File: src/rtl/pipe_stage_reg_if.sv
// pipe_stage_reg_if: handshake bundle between two pipeline stages.
// The upstream side presents in_* and sees in_ready; the downstream side
// sees out_* and presents out_ready. The stage register itself is the
// slave; whatever drives it (a neighbouring stage or a bench) is the master.
`timescale 1ns/1ps

interface pipe_stage_reg_if #(
    parameter int DATA_W = 96,
    parameter int CTRL_W = 8
);

    logic              in_valid;
    logic              in_ready;
    logic [DATA_W-1:0] in_data;
    logic [CTRL_W-1:0] in_ctrl;

    logic              out_valid;
    logic              out_ready;
    logic [DATA_W-1:0] out_data;
    logic [CTRL_W-1:0] out_ctrl;

    modport master (
        output in_valid,
        output in_data,
        output in_ctrl,
        input  in_ready,
        input  out_valid,
        input  out_data,
        input  out_ctrl,
        output out_ready
    );

    modport slave (
        input  in_valid,
        input  in_data,
        input  in_ctrl,
        output in_ready,
        output out_valid,
        output out_data,
        output out_ctrl,
        input  out_ready
    );

endinterface

File: src/rtl/pipe_stage_reg.sv
// pipe_stage_reg: parametrised handshaked pipeline stage register.
// Holds one entry (SKID=0) or a main entry plus one skid entry (SKID=1),
// keeps strict FIFO order, turns flushed/empty slots into bubbles whose
// control payload is zero, and counts output stall cycles (saturating).
`timescale 1ns/1ps

module pipe_stage_reg #(
    parameter int DATA_W = 96,
    parameter int CTRL_W = 8,
    parameter int SKID   = 0,
    parameter int CNT_W  = 16
) (
    input  logic              clk,
    input  logic              rst,
    input  logic              flush,
    pipe_stage_reg_if.slave   bus,
    output logic [CNT_W-1:0]  stall_cnt
);

    // Main register: this is what the downstream stage sees.
    logic              main_valid;
    logic [DATA_W-1:0] main_data;
    logic [CTRL_W-1:0] main_ctrl;

    // Skid register: only ever occupied when SKID=1 and main is stalled.
    logic              skid_valid;
    logic [DATA_W-1:0] skid_data;
    logic [CTRL_W-1:0] skid_ctrl;

    logic              main_valid_nxt;
    logic [DATA_W-1:0] main_data_nxt;
    logic [CTRL_W-1:0] main_ctrl_nxt;
    logic              skid_valid_nxt;
    logic [DATA_W-1:0] skid_data_nxt;
    logic [CTRL_W-1:0] skid_ctrl_nxt;

    logic              in_fire;
    logic              out_fire;

    // With a skid slot, ready comes from a flop (only gated by flush), so
    // the downstream out_ready never reaches upstream combinationally.
    // Without it, a full register can still accept when it drains this cycle.
    generate
        if (SKID != 0) begin : gen_ready_skid
            assign bus.in_ready = !flush && !skid_valid;
        end else begin : gen_ready_comb
            assign bus.in_ready = !flush && (!main_valid || bus.out_ready);
        end
    endgenerate

    assign in_fire  = bus.in_valid && bus.in_ready;
    assign out_fire = main_valid && bus.out_ready;

    assign bus.out_valid = main_valid;
    assign bus.out_data  = main_data;
    assign bus.out_ctrl  = main_ctrl;

    // Next-state for both slots: flush empties everything, otherwise entries
    // move upstream -> (skid ->) main in order; invalid slots get zero ctrl.
    always_comb begin
        main_valid_nxt = main_valid;
        main_data_nxt  = main_data;
        main_ctrl_nxt  = main_ctrl;
        skid_valid_nxt = skid_valid;
        skid_data_nxt  = skid_data;
        skid_ctrl_nxt  = skid_ctrl;

        if (flush) begin
            main_valid_nxt = 1'b0;
            skid_valid_nxt = 1'b0;
        end else if (SKID == 0) begin
            if (in_fire) begin
                main_valid_nxt = 1'b1;
                main_data_nxt  = bus.in_data;
                main_ctrl_nxt  = bus.in_ctrl;
            end else if (out_fire) begin
                main_valid_nxt = 1'b0;
            end
        end else begin
            if (!main_valid || bus.out_ready) begin
                // Main is free this cycle; the older skid entry has priority.
                // in_ready is low whenever skid is full, so no input collides.
                if (skid_valid) begin
                    main_valid_nxt = 1'b1;
                    main_data_nxt  = skid_data;
                    main_ctrl_nxt  = skid_ctrl;
                    skid_valid_nxt = 1'b0;
                end else if (in_fire) begin
                    main_valid_nxt = 1'b1;
                    main_data_nxt  = bus.in_data;
                    main_ctrl_nxt  = bus.in_ctrl;
                end else begin
                    main_valid_nxt = 1'b0;
                end
            end else if (in_fire) begin
                // Main is stalled: park the accepted entry in the skid slot.
                skid_valid_nxt = 1'b1;
                skid_data_nxt  = bus.in_data;
                skid_ctrl_nxt  = bus.in_ctrl;
            end
        end

        // A bubble must never carry RegWrite/MemWrite downstream, whatever
        // path made the slot empty; the data payload is left alone.
        if (!main_valid_nxt) begin
            main_ctrl_nxt = '0;
        end
        if (!skid_valid_nxt) begin
            skid_ctrl_nxt = '0;
        end
    end

    // Main register state.
    always_ff @(posedge clk or posedge rst) begin
        if (rst) begin
            main_valid <= 1'b0;
            main_data  <= '0;
            main_ctrl  <= '0;
        end else begin
            main_valid <= main_valid_nxt;
            main_data  <= main_data_nxt;
            main_ctrl  <= main_ctrl_nxt;
        end
    end

    // Skid register state; stays empty forever when SKID=0.
    always_ff @(posedge clk or posedge rst) begin
        if (rst) begin
            skid_valid <= 1'b0;
            skid_data  <= '0;
            skid_ctrl  <= '0;
        end else begin
            skid_valid <= skid_valid_nxt;
            skid_data  <= skid_data_nxt;
            skid_ctrl  <= skid_ctrl_nxt;
        end
    end

    // Stall counter: counts cycles the downstream refuses a valid entry,
    // sticks at all-ones, and survives flush so stalls stay visible.
    always_ff @(posedge clk or posedge rst) begin
        if (rst) begin
            stall_cnt <= '0;
        end else if (main_valid && !bus.out_ready && (stall_cnt != {CNT_W{1'b1}})) begin
            stall_cnt <= stall_cnt + CNT_W'(1);
        end
    end

endmodule

File: src/flat_wrapper.sv
// flat-port wrapper written by rule: the top's interface ports become plain ports
module pipe_stage_reg_flat 
#(
    parameter int DATA_W = 96,
    parameter int CTRL_W = 8,
    parameter int SKID   = 0,
    parameter int CNT_W  = 16
)
  (clk, rst, flush, stall_cnt, bus_in_valid, bus_in_data, bus_in_ctrl, bus_in_ready, bus_out_valid, bus_out_data, bus_out_ctrl, bus_out_ready);
  pipe_stage_reg_if #(.DATA_W(DATA_W), .CTRL_W(CTRL_W)) bus_i ();
  input  logic clk;
  input  logic rst;
  input  logic flush;
  output logic [CNT_W-1:0] stall_cnt;
  input wire logic [$bits(bus_i.in_valid)-1:0] bus_in_valid;
  input wire logic [$bits(bus_i.in_data)-1:0] bus_in_data;
  input wire logic [$bits(bus_i.in_ctrl)-1:0] bus_in_ctrl;
  output wire logic [$bits(bus_i.in_ready)-1:0] bus_in_ready;
  output wire logic [$bits(bus_i.out_valid)-1:0] bus_out_valid;
  output wire logic [$bits(bus_i.out_data)-1:0] bus_out_data;
  output wire logic [$bits(bus_i.out_ctrl)-1:0] bus_out_ctrl;
  input wire logic [$bits(bus_i.out_ready)-1:0] bus_out_ready;
  assign bus_i.in_valid = bus_in_valid;
  assign bus_i.in_data = bus_in_data;
  assign bus_i.in_ctrl = bus_in_ctrl;
  assign bus_in_ready = bus_i.in_ready;
  assign bus_out_valid = bus_i.out_valid;
  assign bus_out_data = bus_i.out_data;
  assign bus_out_ctrl = bus_i.out_ctrl;
  assign bus_i.out_ready = bus_out_ready;
  pipe_stage_reg #(.DATA_W(DATA_W), .CTRL_W(CTRL_W), .SKID(SKID), .CNT_W(CNT_W)) u_core (.clk(clk), .rst(rst), .flush(flush), .bus(bus_i), .stall_cnt(stall_cnt));
endmodule
File: config.mk
export PLATFORM = sky130hd
export DESIGN_NAME = pipe_stage_reg_flat
export DESIGN_NICKNAME = d
export VERILOG_FILES = /design/src/rtl/pipe_stage_reg_if.sv /design/src/rtl/pipe_stage_reg.sv /design/src/flat_wrapper.sv
export SDC_FILE = /design/constraint.sdc
export NUM_CORES = 1
export LEC_CHECK = 0
export BUFFER_PORTS_ARGS = -buffer_cell sky130_fd_sc_hd__buf_2
export CAP_MARGIN = 10
export CORE_MARGIN = 10
export CORE_UTILIZATION = 35
export DETAILED_ROUTE_END_ITERATION = 8
export HOLD_SLACK_MARGIN = 0.1
export PLACE_DENSITY_LB_ADDON = 0.05
export SETUP_SLACK_MARGIN = 0.4
export SLEW_MARGIN = 40
export SYNTH_ARGS = -nofsm -noshare
export SYNTH_HDL_FRONTEND = slang
export SYNTH_SLANG_ARGS = --single-unit
export TNS_END_PERCENT = 100
File: constraint.sdc
create_clock -name clk -period 4.25 [get_ports clk]
set_clock_uncertainty 0.15 [all_clocks]
set_input_delay 0.425 -clock clk [delete_from_list [all_inputs] [get_ports clk]]
set_output_delay 0.425 -clock clk [all_outputs]
set_load 0.1 [all_outputs]
==> qor.csv, run 1 <==
stage,metric,value,unit
finish,sequential cell area,3030,um^2
drt,initial drt markers,164,
outcome,status,completed,
job,max-cap violation count,0,
clock_network,clock buffer depth,2,
die,floorplan row count,43,
grt,vias in the first global route,4214,
finish,Fill cells,1178,
worst_setup_path,CP max stage cell,dlygate4sd3_1,
place,dpl hpwl,9920,um
place,Final GP Congestion,0.751,
yosys,synthesized flop and latch total,121,
power,Final Total Pwr,4.78,mW
finish,fin area,7820,um^2
grt,grt total ovfl,0,
grt,Total GRT Usage,14.8,%
worst_setup_path,worst r2r src,u_core.bus.out_valid$_DFF_PP0_,
yosys,post-synthesis cell count,305,
worst_setup_path,worst stage delay on the critical path,0.53,ns
timing,part of the cycle the worst path needs,57.3,%
drt,DR WL/cell,17.0,um
min_path,worst hold stages,3,
clock_network,clk_lat worst skew,0.40,ns
yosys,Synth Cell Area,4940,um^2
drt,final antenna-violating net count,0,
power,Lkg Pwr,3.88,nW
grt,initial antenna violation count,0,
grt,largest net degree at the start of global routing,80,
worst_setup_path,crit path launch,flush,
worst_setup_path,CP startpoint kind,input port,
clock_network,clock root buffer,clkbuf_16,
finish,fin nets,757,
finish,"Core Util, Final",56.5,%
clock_network,CTS Sinks,121,
timing,post-route setup TNS,0,ns
yosys,Syn. warnings,0,
timing,relative slew slack,54.0,%
die,Die W,139,um
finish,multi-input gate area in the final layout,1800,um^2
min_path,HP Start,bus_in_valid,
worst_setup_path,worst-path maximum fanout,79,
yosys,post-synthesis area per instance,16.2,um^2
yosys,"Seq/Total Area, Yosys",61.3,%
die,area of the core,13800,um^2
timing,Final Max Tran Viols,0,
worst_setup_path,family with the most delay on the worst path,buffers and inverters,
yosys,most used flip-flop cell after synthesis,dfrtp_1,
die,Die Ht,139,um
clock_network,CTS H-tree depth,4,
worst_setup_path,Worst EP required,4.38,ns
grt,first-pass GRT wire length,23000,um
die,Die ar.,19300,um^2
timing,Final setup viols,0,
min_path,Hold Path End,u_core.bus.out_valid$_DFF_PP0_,
finish,Area growth syn-to-layout,58.3,%
timing,min Tclk post-route,2.43,ns
drt,Detailed Route WL,14200,um
finish,share of post-route cells with drive strength above 1,48.3,%
clock_network,clock-pin transition on the worst setup and hold timing paths,0.05,ns
timing,RSZ-0062 raised after global routing,false,
worst_setup_path,CP arrival,2.56,ns
timing,Worst Tran Pin Value,0.690,ns
clock_network,CTS tree,yes,
timing,fmax,0.411,GHz
die,Initial Util,35.7,%
worst_setup_path,CP endpoint kind,flop,
power,maximum vdd drop,0.292,mV
min_path,Min-Delay Path Class,input port to flop,
timing,Hold Fails Final Rpt,0,
power,Pwr Density,612,nW/um^2
clock_network,Num CTS Buffers,17,
yosys,Netlist cell types,31,
worst_setup_path,RR Endpoint,u_core.bus.out_data[20]$_DFFE_PP0P_,
worst_setup_path,CP Buf/Inv Count,3,
yosys,Synthesized Nets,415,
worst_setup_path,critical path type,input port to flop,
worst_setup_path,CP Cell Sequence,"dlygate4sd3_1, buf_2, nor2_1, and2_4, buf_12, mux2_1",
finish,antenna fix cells,0,
place,area post-placement,6260,um^2
worst_setup_path,"reg-to-reg slack, setup",1.95,ns
drt,total number of vias,3739,
place,PortBufs,230,
yosys,Post-synth EDFFs,0,
worst_setup_path,Worst Reg-to-Reg Cells,5,
clock_network,post_cts resized,0,
die,io pins,231,
drt,DRC,0,
yosys,Synth async-reset ratio,100,%
drt,Pre-Repair DR Iteration Count,4,
drt,routed vias/inst,4.47,
-- cell usage in the layout (no fill, tap or decap), types with 4 or more instances in the layout --
master	instances
clkbuf_8	6
nor3_1	4
mux2_4	52
nor2_1	8
xor2_1	5
a22o_1	8
clkbuf_16	17
nand2_1	10
dlygate4sd3_1	103
buf_2	230
dfrtp_1	121
mux2_1	48
-- per-stage QoR --
step / hold WS (ns) / worst slack [ns] / cells
after floorplan: 0.341 / 0.461 / 305
after global placement: 0.312 / 1.94 / 705
after detailed placement: 0.319 / 1.90 / 705
after CTS: 0.103 / 1.83 / 836
after global routing: 0.112 / 1.69 / 836
final: 0.117 / 1.82 / 836
-- synth_stat cells, drive strengths merged, types with 5 or more instances --
cell	instances	share of area (%)
mux2	100	27
xor2	5	0.89
a22o	8	1.4
nand2	10	0.76
nand4	5	0.89
nor2	8	0.61
nor3	5	0.61
buf	12	2.1
dfrtp	121	61
-- worst max path at each step --
stage                                          end  slack [ns]  cells past startpoint
6_report       u_core.bus.out_data[20]$_DFFE_PP0P_        1.82                      6
5_1_grt        u_core.bus.out_data[13]$_DFFE_PP0P_        1.69                      6
4_1_cts        u_core.bus.out_data[20]$_DFFE_PP0P_        1.83                      6
3_5_place_dp   u_core.bus.out_data[88]$_DFFE_PP0P_        1.90                      6
3_3_place_gp   u_core.bus.out_data[25]$_DFFE_PP0P_        1.94                      6
2_1_floorplan   u_core.bus.out_ctrl[0]$_DFFE_PP0P_        0.46                      1
-- registers in the layout (all words and copies together), names as in the netlist --
name and count:
u_core.bus.out_ctrl 8, u_core.stall_cnt 16, u_core.bus.out_valid 1, u_core.bus.out_data 96
-- per-layer routing --
layer / vias to the layer above / global-route usage (%) / part of all wire, %
li1: 1772 / - / -
met1: 1797 / 17.5 / 43
met2: 153 / 23.5 / 48
met3: 17 / 5.86 / 7.8
met4: 0 / 5.93 / 1.7
met5: - / 0 / 0
-- power breakdown --
part	total, mW	internal (mW)	switching (mW)	leakage, nW
sequential	1.46	1.34	0.124	1.45
clock	1.28	0.821	0.460	0.267
combinational	2.04	0.407	1.63	2.16
total	4.78	2.57	2.22	3.88
-- kinds of logic after synthesis --
logic type | share of synthesized area [%]
muxes | 27.0
DFF | 61.3
adders and majority gates | 0.253
AOI/OAI and AO/OA | 2.33
xor gates and xnor gates | 1.42
buffers and inverters | 2.33
and+or+nand+nor | 5.40
-- area by class of cell --
type	instances	share of cell area, %
Multi-Input combinational cell	169	23.0
Inverter	3	0.176
Sequential cell	121	38.7
Tap cell	180	2.88
Timing Repair Buffer	335	28.4
Clock buffer	25	6.59
Clock inverter	3	0.192
-- worst min-delay path, stage by stage --
cell	delay, ns
buf_2	0.09
nor2_1	0.04
nor2_1	0.08
-- repair_timing --
action,in CTS,in global routing
hold endpoints to repair,156,0
buffers inserted,0,0
endpoints found under the setup margin,0,0
hold buffers,103,0
Note: power is estimated with default switching activity, not from simulation.
==> run 2, diff against run 1 <==
- ABC_AREA: unset -> 1
- clock period: 4.25 -> 2.1 ns (I/O delays scaled with it)
==> run 2 against run 1 <==
  * Synthesized area rose by 4.5%
  * Synthesized cell count grew 98%
  * Via count increased by 41%
  * Utilization is 1.9 points higher
  * Clock power up 130%
  * Global-route usage grew 3.6 points
==> qor.csv, run 2 <==
stage,metric,value,unit
timing,Worst Tran Pin Value,0.537,ns
place,dpl cells,992,
worst_setup_path,CP arrival,1.34,ns
die,io pins,231,
worst_setup_path,CP Buf/Inv Count,4,
timing,relative slew slack,64.2,%
drt,DR WL/cell,16.5,um
yosys,post-synthesis cell count,605,
worst_setup_path,worst-path maximum fanout,3,
yosys,Synth async-reset ratio,100,%
yosys,Synth area leaders,"dfrtp_1 (59%), nand2_1 (19%), nand3_1 (11%)",
yosys,Netlist cell types,23,
drt,Pre-Repair DR Iteration Count,5,
timing,RSZ-0062 raised after global routing,true,
timing,post-route setup TNS,0,ns
finish,"Core Util, Final",58.4,%
timing,min Tclk post-route,1.70,ns
timing,fmax,0.588,GHz
die,Die ar.,20000,um^2
yosys,Yosys top cell area share,58.7,%
drt,DR top layer,met4,
die,Die W,141,um
die,Die Ht,141,um
drt,WL met2,9200,um
place,PortBufs,230,
yosys,Post-synth EDFFs,0,
finish,sequential cell area,3050,um^2
grt,largest net degree at the start of global routing,105,
yosys,Syn. warnings,0,
finish,most frequent cells in the layout,"nand2_1 (264), buf_2 (224), nand3_1 (110)",
drt,total number of vias,5260,
worst_setup_path,CP startpoint kind,input port,
finish,multi-input gate area in the final layout,1940,um^2
yosys,Synth Cell Area,5160,um^2
power,Pwr Density,1140,nW/um^2
finish,Area growth syn-to-layout,63.9,%
clock_network,clock root buffer,clkbuf_16,
yosys,most frequent cell after synthesis,nand2_1,
min_path,HP Start,bus_in_valid,
yosys,Synthesized Nets,715,
clock_network,CTS tree,yes,
yosys,most used flip-flop cell after synthesis,dfrtp_1,
finish,fin nets,1054,
timing,part of the cycle the worst path needs,81.0,%
clock_network,clock buffer depth,2,
min_path,Min-Delay Path Class,input port to flop,
yosys,post-synthesis area per instance,8.53,um^2
drt,initial drt markers,250,
drt,met3 WL,1450,um
worst_setup_path,CP Cell Sequence,"dlygate4sd3_1, buf_2, nor2_4, buf_12, buf_12",
grt,grt total ovfl,0,
yosys,synthesized flop and latch total,121,
drt,WL met1,7790,um
worst_setup_path,family with the most delay on the worst path,buffers and inverters,
drt,final antenna-violating net count,0,
min_path,worst hold stages,4,
yosys,"Seq/Total Area, Yosys",58.7,%
worst_setup_path,critical path type,input port to output pin,
die,area of the core,14500,um^2
job,max-cap violation count,0,
clock_network,CTS H-tree depth,4,
clock_network,CTS Sinks,121,
finish,Non-Filler Instances,1141,
grt,initial antenna violation count,1,
worst_setup_path,Worst EP required,1.74,ns
clock_network,clk_lat worst skew,0.41,ns
worst_setup_path,CP endpoint kind,output pin,
worst_setup_path,crit-path most repeated cell,buf_12,
worst_setup_path,CP max stage cell,dlygate4sd3_1,
grt,vias in the first global route,5419,
die,Initial Util,35.6,%
place,dpl hpwl,11800,um
finish,max reg flops,96,
worst_setup_path,RR Endpoint,u_core.bus.out_data[67]$_DFFE_PP0P_,
timing,Final Max Tran Viols,0,
grt,Total GRT Usage,18.4,%
die,floorplan row count,44,
power,Lkg Pwr,4.54,nW
timing,Final setup viols,0,
grt,first-pass GRT wire length,29400,um
place,Final GP Congestion,0.783,
clock_network,clock-pin transition on the worst setup and hold timing paths,0.05,ns
yosys,leading cell types by count after synthesis,"nand2_1 (264), dfrtp_1 (121), nand3_1 (110), clkbuf_1 (19), inv_1 (19)",
outcome,status,completed,
worst_setup_path,worst stage delay on the critical path,0.54,ns
drt,Detailed Route WL,18800,um
clock_network,Num CTS Buffers,17,
power,maximum vdd drop,0.598,mV
drt,DRC,0,
worst_setup_path,Worst Reg-to-Reg Cells,7,
finish,share of post-route cells with drive strength above 1,32.9,%
worst_setup_path,worst r2r src,u_core.bus.out_valid$_DFF_PP0_,
min_path,Hold Path End,u_core.bus.out_data[89]$_DFFE_PP0P_,
worst_setup_path,"reg-to-reg slack, setup",0.49,ns
finish,Fill cells,1263,
yosys,Synth area leader,dfrtp_1,
drt,routed vias/inst,4.61,
finish,"most common cell after layout, fill and taps aside",nand2_1,
timing,Hold Fails Final Rpt,0,
finish,antenna fix cells,0,
==> run 2: layout make-up <==
class / count / share of cell area [%]
flip-flops and latches: 121 / 36.1
repair buffers: 355 / 29.9
multi-input cells: 428 / 23.0
clock buffers: 26 / 6.38
well taps: 184 / 2.72
clock inverters: 6 / 0.977
inverters: 21 / 0.977
==> run 2: through the flow <==
stage	hold slack [ns]	setup slack [ns]	total power [mW]	cell area [um^2]
CTS	0.155	0.381	9.74	8420
global route	0.130	0.354	10.0	8460
detailed placement	0.143	0.437	6.49	6590
finish	0.120	0.399	9.64	8460
global placement	0.129	0.457	6.47	6590
floorplan	0.119	0.129	5.81	5280
==> run 2: kinds of logic (layout without fill, tap and decap cells) <==
family | after synthesis | in the layout | synth area share (%)
AND/OR/NAND/NOR | 407 | 408 | 33.9
buffers and inverters | 57 | 408 | 4.73
XOR/XNOR | 8 | 8 | 1.36
flip-flops | 121 | 121 | 58.7
AO/OA/AOI/OAI | 11 | 11 | 1.07
adder cells (fa/ha/maj) | 1 | 1 | 0.242
==> run 2: worst register-to-register path: cells and delay by family, from the launching register on <==
kind | cells | cell delay [ns]
buffers and inverters | 3 | 0.66
flip-flops | 1 | 0.40
AND/OR/NAND/NOR | 4 | 0.34
==> run 2: how the worst max path moves through the flow <==
stage / cells past startpoint / end / slack, ns / startpoint
final: 5 / bus_in_ready / 0.40 / flush
after global placement: 5 / bus_in_ready / 0.46 / u_core.bus.out_valid$_DFF_PP0_
after CTS: 5 / bus_in_ready / 0.38 / u_core.bus.out_valid$_DFF_PP0_
after floorplan: 1 / u_core.bus.out_valid$_DFF_PP0_ / 0.13 / rst
after global routing: 5 / bus_in_ready / 0.35 / u_core.bus.out_valid$_DFF_PP0_
after detailed placement: 5 / bus_in_ready / 0.44 / u_core.bus.out_valid$_DFF_PP0_
==> run 2: power by group <==
group	switching, mW	internal (mW)	leakage [nW]
registers	0.237	2.66	1.50
logic	3.05	0.706	2.74
clock network	0.991	1.99	0.308
==> run 2: timing repair <==
item	4_1_cts	5_1_grt
pin swaps	2	0
endpoints found under the hold margin	123	0
gates cloned	3	1
endpoints found under the setup margin	1	96
hold buffers	107	0
resized for setup	0	8
setup buffers	5	1
==> run 2: metal layers <==
layer	global-route usage, %	up-vias
met5	0	-
met1	21.7	2442
met2	30.1	188
li1	-	2608
met3	6.41	22
met4	6.99	0
==> run 3, diff against run 2 <==
- clock period: 2.1 -> 1.45 ns (I/O delays scaled with it)
==> run 3 against run 2 <==
  * The run now ends with setup timing left
  * Combinational power up 98%
  * Utilization up 18 points
  * Cell area up 30%
  * Worst setup slack worse by 0.55 ns
  * Power up 64%
  * Critical path depth unchanged
  * Via count up 11%
  * Clock power up 32%
  * Die area unchanged
  * Hold slack worse by 0.092 ns
  * Sequential share of layout area down 7.2 points
  * Critical path type is now flop to output pin
==> qor.csv, run 3 (same netlist as run 2, synthesis figures left out) <==
stage,metric,value,unit
finish,fin nets,1120,
grt,first-pass GRT wire length,33600,um
timing,Hold Fails Final Rpt,0,
power,Lkg Pwr,5.27,nW
grt,largest net degree at the start of global routing,64,
die,area of the core,14500,um^2
place,Final GP Congestion,0.825,
worst_setup_path,CP startpoint kind,flop,
timing,part of the cycle the worst path needs,110,%
place,PortBufs,230,
job,max-cap violation count,0,
worst_setup_path,worst r2r src,u_core.bus.out_valid$_DFF_PP0_,
die,floorplan row count,44,
drt,routed vias/inst,4.86,
worst_setup_path,worst stage delay on the critical path,0.40,ns
die,Initial Util,35.6,%
power,Logic pwr share,47.0,%
worst_setup_path,Worst Reg-to-Reg Cells,9,
die,io pins,231,
drt,final antenna-violating net count,0,
timing,final worst slack,-0.149,ns
drt,total number of vias,5864,
min_path,worst hold stages,5,
place,area post-placement,7390,um^2
finish,"most common cell after layout, fill and taps aside",nand2_1,
power,maximum vdd drop,0.813,mV
timing,Final setup viols,84,
timing,min Tclk post-route,1.60,ns
power,Final Total Pwr,15.8,mW
drt,Pre-Repair DR Iteration Count,5,
power,Pwr Density,1440,nW/um^2
die,Die W,141,um
timing,RSZ-0062 raised after global routing,true,
clock_network,clock-pin transition on the worst setup and hold timing paths,0.05,ns
die,Die ar.,20000,um^2
timing,relative slew slack,71.3,%
finish,Fill cells,911,
worst_setup_path,Worst EP required,1.15,ns
worst_setup_path,family with the most delay on the worst path,flip-flops,
finish,share of post-route cells with drive strength above 1,51.9,%
power,switching power,6.76,mW
worst_setup_path,CP arrival,1.30,ns
die,Die Ht,141,um
place,post-place setup slack,-0.116,ns
worst_setup_path,CP Cell Sequence,"inv_2, nor2_4, nor2_4, buf_6, buf_12",
clock_network,CTS H-tree depth,4,
clock_network,clock buffer depth,2,
min_path,Hold Path End,u_core.bus.out_valid$_DFF_PP0_,
clock_network,clock root buffer,clkbuf_16,
worst_setup_path,CP max stage cell,dfrtp_2,
worst_setup_path,critical path type,flop to output pin,
worst_setup_path,crit-path most repeated cell,nor2_4,
worst_setup_path,RR Endpoint,u_core.bus.out_data[58]$_DFFE_PP0P_,
power,Int Power,9.08,mW
grt,grt total ovfl,0,
finish,most frequent cells in the layout,"nand2_1 (248), dfrtp_2 (121), buf_12 (109)",
outcome,status,"complete, but fails checks",
min_path,HP Start,bus_out_ready,
power,sequential power share,28.3,%
finish,fin area,11000,um^2
clock_network,Num CTS Buffers,17,
grt,vias in the first global route,6174,
clock_network,hold buffer count at CTS,106,
clock_network,clk_lat worst skew,0.41,ns
power,clock group share of total power,24.7,%
worst_setup_path,CP Buf/Inv Count,3,
drt,initial drt markers,296,
power,Sw Ratio,42.7,%
drt,DRC,0,
worst_setup_path,worst-path maximum fanout,2,
finish,Area growth syn-to-layout,114,%
outcome,failing checks,setup timing,
timing,Final Max Tran Viols,0,
worst_setup_path,"reg-to-reg slack, setup",-0.13,ns
worst_setup_path,CP endpoint kind,output pin,
grt,Total GRT Usage,20.9,%
timing,Worst Tran Pin Value,0.431,ns
grt,initial antenna violation count,1,
drt,DR WL/cell,18.7,um
finish,"Core Util, Final",76.1,%
timing,fmax,0.626,GHz
place,dpl hpwl,12700,um
drt,Detailed Route WL,22500,um
finish,max reg flops,96,
clock_network,CTS tree,yes,
clock_network,CTS Sinks,121,
min_path,Min-Delay Path Class,input port to flop,
## run 3: cell types whose count changed in the layout (fill, tap and decap cells not counted), moves of 35 or more
cell     previous run  this run
buf_2             224       107
buf_6               0        44
buf_4              10        45
dfrtp_1           104         0
buf_12              7       109
dfrtp_2            17       121
## run 3: per-stage QoR
stage                     hold WS (ns)  setup TNS, ns  cells
final                           0.0281          -5.64   1207
after global routing            0.0420         -12.85   1207
after CTS                      0.00621          -8.40   1189
after detailed placement         0.154          -2.69   1028
after global placement           0.148          -1.81   1028
after floorplan                 0.0472         -85.70    605
## run 3: cell type report
cell class	instances	area, um^2	area share, %
Tap cell	184	230	2.09
Clock buffer	23	468	4.25
Sequential cell	121	3180	28.9
Antenna cell	1	2.50	0.0227
Multi-Input combinational cell	428	2140	19.5
Inverter	21	82.6	0.749
Timing Repair Buffer	421	4840	43.9
Clock inverter	8	72.6	0.659
## run 3: worst max-delay path by stage
stage               slack (ns)                       startpoint  depth (start not counted)                          endpoint
floorplan                -0.47  u_core.stall_cnt[0]$_DFFE_PP0P_                          9   u_core.stall_cnt[0]$_DFFE_PP0P_
global placement         -0.11  u_core.stall_cnt[1]$_DFFE_PP0P_                          8  u_core.stall_cnt[15]$_DFFE_PP0P_
detailed placement       -0.12  u_core.stall_cnt[1]$_DFFE_PP0P_                          8  u_core.stall_cnt[15]$_DFFE_PP0P_
CTS                      -0.17   u_core.bus.out_valid$_DFF_PP0_                          5                      bus_in_ready
global route             -0.19   u_core.bus.out_valid$_DFF_PP0_                          5                      bus_in_ready
finish                   -0.15   u_core.bus.out_valid$_DFF_PP0_                          5                      bus_in_ready
## run 3: per-layer routing
metal	share of wire, %	vias to the layer above	global-route usage [%]
li1	-	2740	-
met1	38	2837	23.6
met2	53	245	36.4
met3	7.3	42	6.78
met4	2.0	0	6.72
met5	0	-	0
## run 3: worst reg2reg max path: cells and delay by family (launching register included)
family                 cells  cell delay [ns]
buffers and inverters      4             0.54
flip-flops                 1             0.40
AND/OR/NAND/NOR            5             0.36
## run 3: power groups by stage
| stage | registers (mW) | logic [mW] | clock network, mW |
|---|---|---|---|
| after floorplan | 7.70 | 0.837 | 0 |
| after global placement | 4.28 | 5.69 | 0 |
| after detailed placement | 4.30 | 5.73 | 0 |
| after CTS | 4.44 | 7.05 | 3.98 |
| after global routing | 4.53 | 7.71 | 4.15 |
| final | 4.48 | 7.45 | 3.92 |
## run 3: timing repair
item / 4_1_cts / 5_1_grt
pin swaps: 12 / 8
endpoints found under the setup margin: 243 / 243
resized for setup: 354 / 78
endpoints found under the hold margin: 226 / 1
setup buffers: 21 / 10
gates cloned: 3 / 7
